**src/rtl/riscv_imem_loader_ctrl.sv**
```systemverilog
// Instruction-memory port owner: fills the memory from a byte stream after reset
// or on request, then hands the port to the fetch stage for zero-latency reads.
module riscv_imem_loader_ctrl #(
    parameter int unsigned         XLEN          = 32,
    parameter int unsigned         IMEM_ADDR_BIT = 12,
    parameter bit                  BOOT_LOAD     = 1'b1,
    parameter logic [XLEN-1:0]     NOP_INSN      = 32'h00000013
) (
    input  logic                     i_clk,
    input  logic                     i_rst,
    input  logic [IMEM_ADDR_BIT-1:0] i_fetch_addr,
    output logic [XLEN-1:0]          o_fetch_data,
    output logic                     o_fetch_misalign,
    output logic                     o_core_hold,
    input  logic                     i_ld_start,
    input  logic                     i_ld_valid,
    input  logic [7:0]               i_ld_byte,
    input  logic                     i_ld_last,
    output logic                     o_ld_ready,
    output logic [IMEM_ADDR_BIT-2:0] o_ld_words,
    output logic                     o_ld_overflow,
    output logic [IMEM_ADDR_BIT-3:0] o_imem_addr,
    output logic [XLEN-1:0]          o_imem_wdata,
    output logic                     o_imem_we,
    input  logic [XLEN-1:0]          i_imem_rdata
);

    localparam int unsigned WORD_AW = IMEM_ADDR_BIT - 2;
    localparam int unsigned PTR_W   = IMEM_ADDR_BIT - 1;
    // Pointer is one bit wider than the word address so "full" is representable.
    localparam logic [PTR_W-1:0] DEPTH = {1'b1, {WORD_AW{1'b0}}};

    typedef enum logic [1:0] {
        ST_LOAD,
        ST_WRITE,
        ST_RUN
    } state_t;

    localparam state_t RESET_STATE = BOOT_LOAD ? ST_LOAD : ST_RUN;

    state_t            state_q, state_d;
    logic [PTR_W-1:0]  ptr_q, ptr_d;
    logic [1:0]        lane_q, lane_d;
    logic [XLEN-1:0]   word_q, word_d;
    logic [PTR_W-1:0]  words_q, words_d;
    logic              ovf_q, ovf_d;
    logic              last_q, last_d;
    logic              accept;
    logic              full;

    assign accept = i_ld_valid && (state_q == ST_LOAD);
    assign full   = (ptr_q == DEPTH);

    always_ff @(posedge i_clk) begin
        if (i_rst) begin
            state_q <= RESET_STATE;
            ptr_q   <= '0;
            lane_q  <= '0;
            word_q  <= '0;
            words_q <= '0;
            ovf_q   <= 1'b0;
            last_q  <= 1'b0;
        end else begin
            state_q <= state_d;
            ptr_q   <= ptr_d;
            lane_q  <= lane_d;
            word_q  <= word_d;
            words_q <= words_d;
            ovf_q   <= ovf_d;
            last_q  <= last_d;
        end
    end

    always_comb begin
        state_d = state_q;
        ptr_d   = ptr_q;
        lane_d  = lane_q;
        word_d  = word_q;
        words_d = words_q;
        ovf_d   = ovf_q;
        last_d  = last_q;

        case (state_q)
            ST_LOAD: begin
                if (accept) begin
                    if (full) begin
                        // Keep draining the source; only a last byte ends the load.
                        ovf_d = 1'b1;
                        if (i_ld_last) begin
                            state_d = ST_RUN;
                        end
                    end else begin
                        word_d[{lane_q, 3'b000} +: 8] = i_ld_byte;
                        lane_d = lane_q + 2'd1;
                        if (lane_q == 2'd3 || i_ld_last) begin
                            state_d = ST_WRITE;
                            last_d  = i_ld_last;
                        end
                    end
                end
            end
            ST_WRITE: begin
                ptr_d   = ptr_q + PTR_W'(1);
                words_d = words_q + PTR_W'(1);
                lane_d  = '0;
                word_d  = '0;
                last_d  = 1'b0;
                state_d = last_q ? ST_RUN : ST_LOAD;
            end
            ST_RUN: begin
                state_d = ST_RUN;
            end
            default: begin
                state_d = RESET_STATE;
            end
        endcase

        // A restart wins over everything; a write already on the port still lands.
        if (i_ld_start) begin
            state_d = ST_LOAD;
            ptr_d   = '0;
            lane_d  = '0;
            word_d  = '0;
            words_d = '0;
            ovf_d   = 1'b0;
            last_d  = 1'b0;
        end
    end

    assign o_core_hold      = (state_q != ST_RUN);
    assign o_ld_ready       = (state_q == ST_LOAD);
    assign o_imem_we        = (state_q == ST_WRITE);
    assign o_imem_wdata     = word_q;
    assign o_imem_addr      = (state_q == ST_RUN) ? i_fetch_addr[IMEM_ADDR_BIT-1:2]
                                                  : ptr_q[WORD_AW-1:0];
    assign o_fetch_data     = (state_q == ST_RUN) ? i_imem_rdata : NOP_INSN;
    assign o_fetch_misalign = (state_q == ST_RUN) && (i_fetch_addr[1:0] != 2'b00);
    assign o_ld_words       = words_q;
    assign o_ld_overflow    = ovf_q;

endmodule

```
**config.mk**
```make
export PLATFORM = sky130hd
export DESIGN_NAME = riscv_imem_loader_ctrl
export DESIGN_NICKNAME = d
export VERILOG_FILES = /design/src/rtl/riscv_imem_loader_ctrl.sv
export SDC_FILE = /design/constraint.sdc
export NUM_CORES = 1
export LEC_CHECK = 0
export BUFFER_PORTS_ARGS = -buffer_cell sky130_fd_sc_hd__buf_4
export CAP_MARGIN = 5
export CORE_ASPECT_RATIO = 1.1
export CORE_UTILIZATION = 51
export CTS_BUF_LIST = sky130_fd_sc_hd__clkbuf_4 sky130_fd_sc_hd__clkbuf_8
export DETAILED_ROUTE_END_ITERATION = 10
export PLACE_DENSITY = 0.88
export SLEW_MARGIN = 25
export SYNTH_ARGS = -nofsm -noshare
export SYNTH_HDL_FRONTEND = slang
export SYNTH_SLANG_ARGS = --single-unit
export TNS_END_PERCENT = 50
```
**constraint.sdc**
```tcl
create_clock -name i_clk -period 3.4 [get_ports i_clk]
set_clock_uncertainty 0.05 [all_clocks]
set_input_delay 0.68 -clock i_clk [delete_from_list [all_inputs] [get_ports i_clk]]
set_output_delay 0.68 -clock i_clk [all_outputs]
set_load 0.1 [all_outputs]
```
==> insert_results.sql <==
INSERT INTO impl_metrics (metric_group, metric, value, unit) VALUES
('floorplan', 'start_util', '0.544', ''),
('sta', 'report.final.slew_viol_count', '0', ''),
('worst_setup_path', 'critical_path_maximum_fanout', '46', ''),
('worst_setup_path', 'worst-endpoint-arrival', '2070', 'ps'),
('clock_network', 'cts_root_buffer', 'clkbuf_8', ''),
('sta', 'worst_tran_pin_value', '691', 'ps'),
('clock_network', 'insertion_delay', '330', 'ps'),
('synthesis', 'netlist-cell-type-count', '39', ''),
('pwr', 'irDropWorstVdd', '366', 'µV'),
('placed_design', 'globalplace.congestion', '0.820', ''),
('grt', 'global_route.overflow_total', '0', ''),
('routing', 'drt_first_pass_iters', '4', ''),
('sta', 'worst_slew_margin_rel', '0.535', ''),
('floorplan', 'floorplan.die.width', '75.0', 'µm'),
('placed_design', 'dp_hpwl', '6130', 'µm'),
('routing', 'route.antenna.remaining_nets', '0', ''),
('clock_network', 'cts_made_buffers', '9', ''),
('floorplan', 'fp-row-count', '28', ''),
('sta', 'fmax', '357', 'MHz'),
('grt', 'first_global_vias', '2978', ''),
('synthesis', 'synth_top_cell_area_share', '0.402', ''),
('clock_network', 'tritoncts', 'done', ''),
('sta', 'rsz0062_at_grt', 'false', ''),
('layout', 'final.fill_count', '394', ''),
('routing', 'avgViaCountPerCell', '5.27', ''),
('routing', 'vias', '3091', ''),
('job', 'cap_violations', '0', ''),
('clock_network', 'count_of_instances_resized_after_the_clock_tree_is_built', '0', ''),
('synthesis', 'synth_enable_flop_cells', '0', ''),
('sta', 'final.min_clock_period', '2800', 'ps'),
('clock_network', 'path_clk_slew', '70', 'ps'),
('layout', 'final_layout_size_suffix_gt1_frac', '0.363', ''),
('synthesis', 'synth.largest_area_cell', 'dfxtp_1', ''),
('worst_setup_path', 'critical_path_required', '2670', 'ps'),
('synthesis', 'async_reset_ff_frac', '0', ''),
('synthesis', 'average_cell_area_after_synthesis', '8.15', 'µm²'),
('routing', 'wire_per_inst', '13.9', 'µm'),
('worst_setup_path', 'worst_r2r_src', 'ptr_q[0]', ''),
('synthesis', 'synth-seq-area-share', '0.402', ''),
('clock_network', 'cts_htree_levels', '3', ''),
('synthesis', 'mappedNetlistNets', '432', ''),
('status', 'status', 'finished, final reports clean', ''),
('worst_hold_path', 'worstHoldPathType', 'reg -> reg', ''),
('floorplan', 'ioPinCount', '147', ''),
('routing', 'drt-initial-drc-count', '146', ''),
('synthesis', 'most_used_dff_post_synth', 'dfxtp_1', ''),
('sta', 'whs', '408', 'ps'),
('worst_setup_path', 'path_class', 'reg -> out', ''),
('layout', 'layout_commonest_cell', 'buf_4', ''),
('layout', 'layout.area.seq', '1200', 'µm²'),
('sta', 'finalSetupTns', '0', 'ps'),
('placed_design', 'placed_cells', '571', ''),
('grt', 'gr-usage-all-layers', '0.276', ''),
('grt', 'grt_antenna_before_repair', '0', ''),
('placed_design', 'total_of_buffers_placed_on_input_and_output_ports', '146', ''),
('sta', 'final_hold_fails', '0', ''),
('synthesis', 'post_synthesis_cell_area', '2990', 'µm²'),
('floorplan', 'core-area', '5500', 'µm²'),
('worst_setup_path', 'setup.worst_path.start', 'state_q[1]', ''),
('synthesis', 'yosys_reg_bits', '60', ''),
('layout', 'ant_diodes', '0', ''),
('sta', 'report.final.setup_viol', '0', ''),
('sta', 'period_share', '0.825', ''),
('synthesis', 'ys_warnings', '0', ''),
('synthesis', 'yosys-top-cells-area', 'dfxtp_1 (40%), nand3_1 (6.9%), and2_1 (6.5%)', ''),
('clock_network', 'holdBufCountCts', '0', ''),
('clock_network', 'cts_buffer_depth', '2', ''),
('pwr', 'pwr_density_cell', '352', 'nW/µm²'),
('layout', 'final_core_utilization', '0.789', ''),
('worst_setup_path', 'critical_path.startpoint_type', 'register', ''),
('clock_network', 'buffers_inserted_during_post_cts_setup_optimization', '0', '');
==> synthesized netlist by cell type, types with 8 or more instances <==
cell      instances
and2_1           31
buf_2             8
clkbuf_1         10
dfxtp_1          60
ha_1              8
nand2_1          49
nand3_1          41
nand3b_1          8
nor2_1           27
o21ai_0          35
xor2_1           10
==> report_power, final <==
| group | switching (mW) | internal, mW | total (mW) |
|---|---|---|---|
| sequential | 0.00517 | 0.707 | 0.713 |
| combinational | 0.114 | 0.0672 | 0.182 |
| clock | 0.294 | 0.341 | 0.635 |
| total | 0.413 | 1.12 | 1.53 |
==> path summary, 6_finish.rpt <==
kind / endpoint / slack (ps) / depth (start not counted)
max: o_imem_addr[3] / 600 / 4
min: o_imem_wdata[18] / 410 / 2
max reg2reg: o_imem_wdata[26] / 1320 / 6
min reg2reg: o_imem_wdata[18] / 410 / 2
==> routing by layer <==
layer | vias up | part of all wire | GRT usage
met4 | 0 | 0.017 | 0.108
met3 | 17 | 0.066 | 0.0874
li1 | 1541 | - | -
met1 | 1402 | 0.42 | 0.309
met2 | 131 | 0.50 | 0.483
met5 | - | 0 | 0
==> flip-flops by register name (all words and copies together) (netlist names) <==
register and count:
o_ld_words 11, o_imem_wdata 32, state_q 2, lane_q 2, ptr_q 11, o_ld_overflow 1
last_q 1
==> cell families after synthesis <==
kind of cell,Yosys count,share of synthesized area
DFF,60,0.402
AOI/OAI and AO/OA,53,0.0958
buffers and inverters,27,0.0397
xor gates and xnor gates,17,0.0498
and+or+nand+nor,193,0.347
adders and majority gates,8,0.0335
muxes,9,0.0330
==> critical path: stages, from the launching register on <==
cell	delay, ps
dfxtp_1	550
nor2b_2	210
buf_4	340
mux2_2	390
buf_4	230
==> area by class of cell <==
cell class                      instances  area share
Tap cell                               75      0.0216
Sequential cell                        60       0.277
Inverter                                7     0.00605
Timing Repair Buffer                  149       0.258
Clock inverter                          7      0.0179
Multi-Input combinational cell        280       0.391
Clock buffer                            9      0.0285
==> per-stage QoR <==
| stage | setup WS [ps] | cell area [µm²] |
|---|---|---|
| after CTS | 594 | 4320 |
| after floorplan | -404 | 2990 |
| after detailed placement | 839 | 4110 |
| after global placement | 896 | 4110 |
| final | 597 | 4340 |
| after global routing | 496 | 4340 |
(Power assumes the default switching activity.)
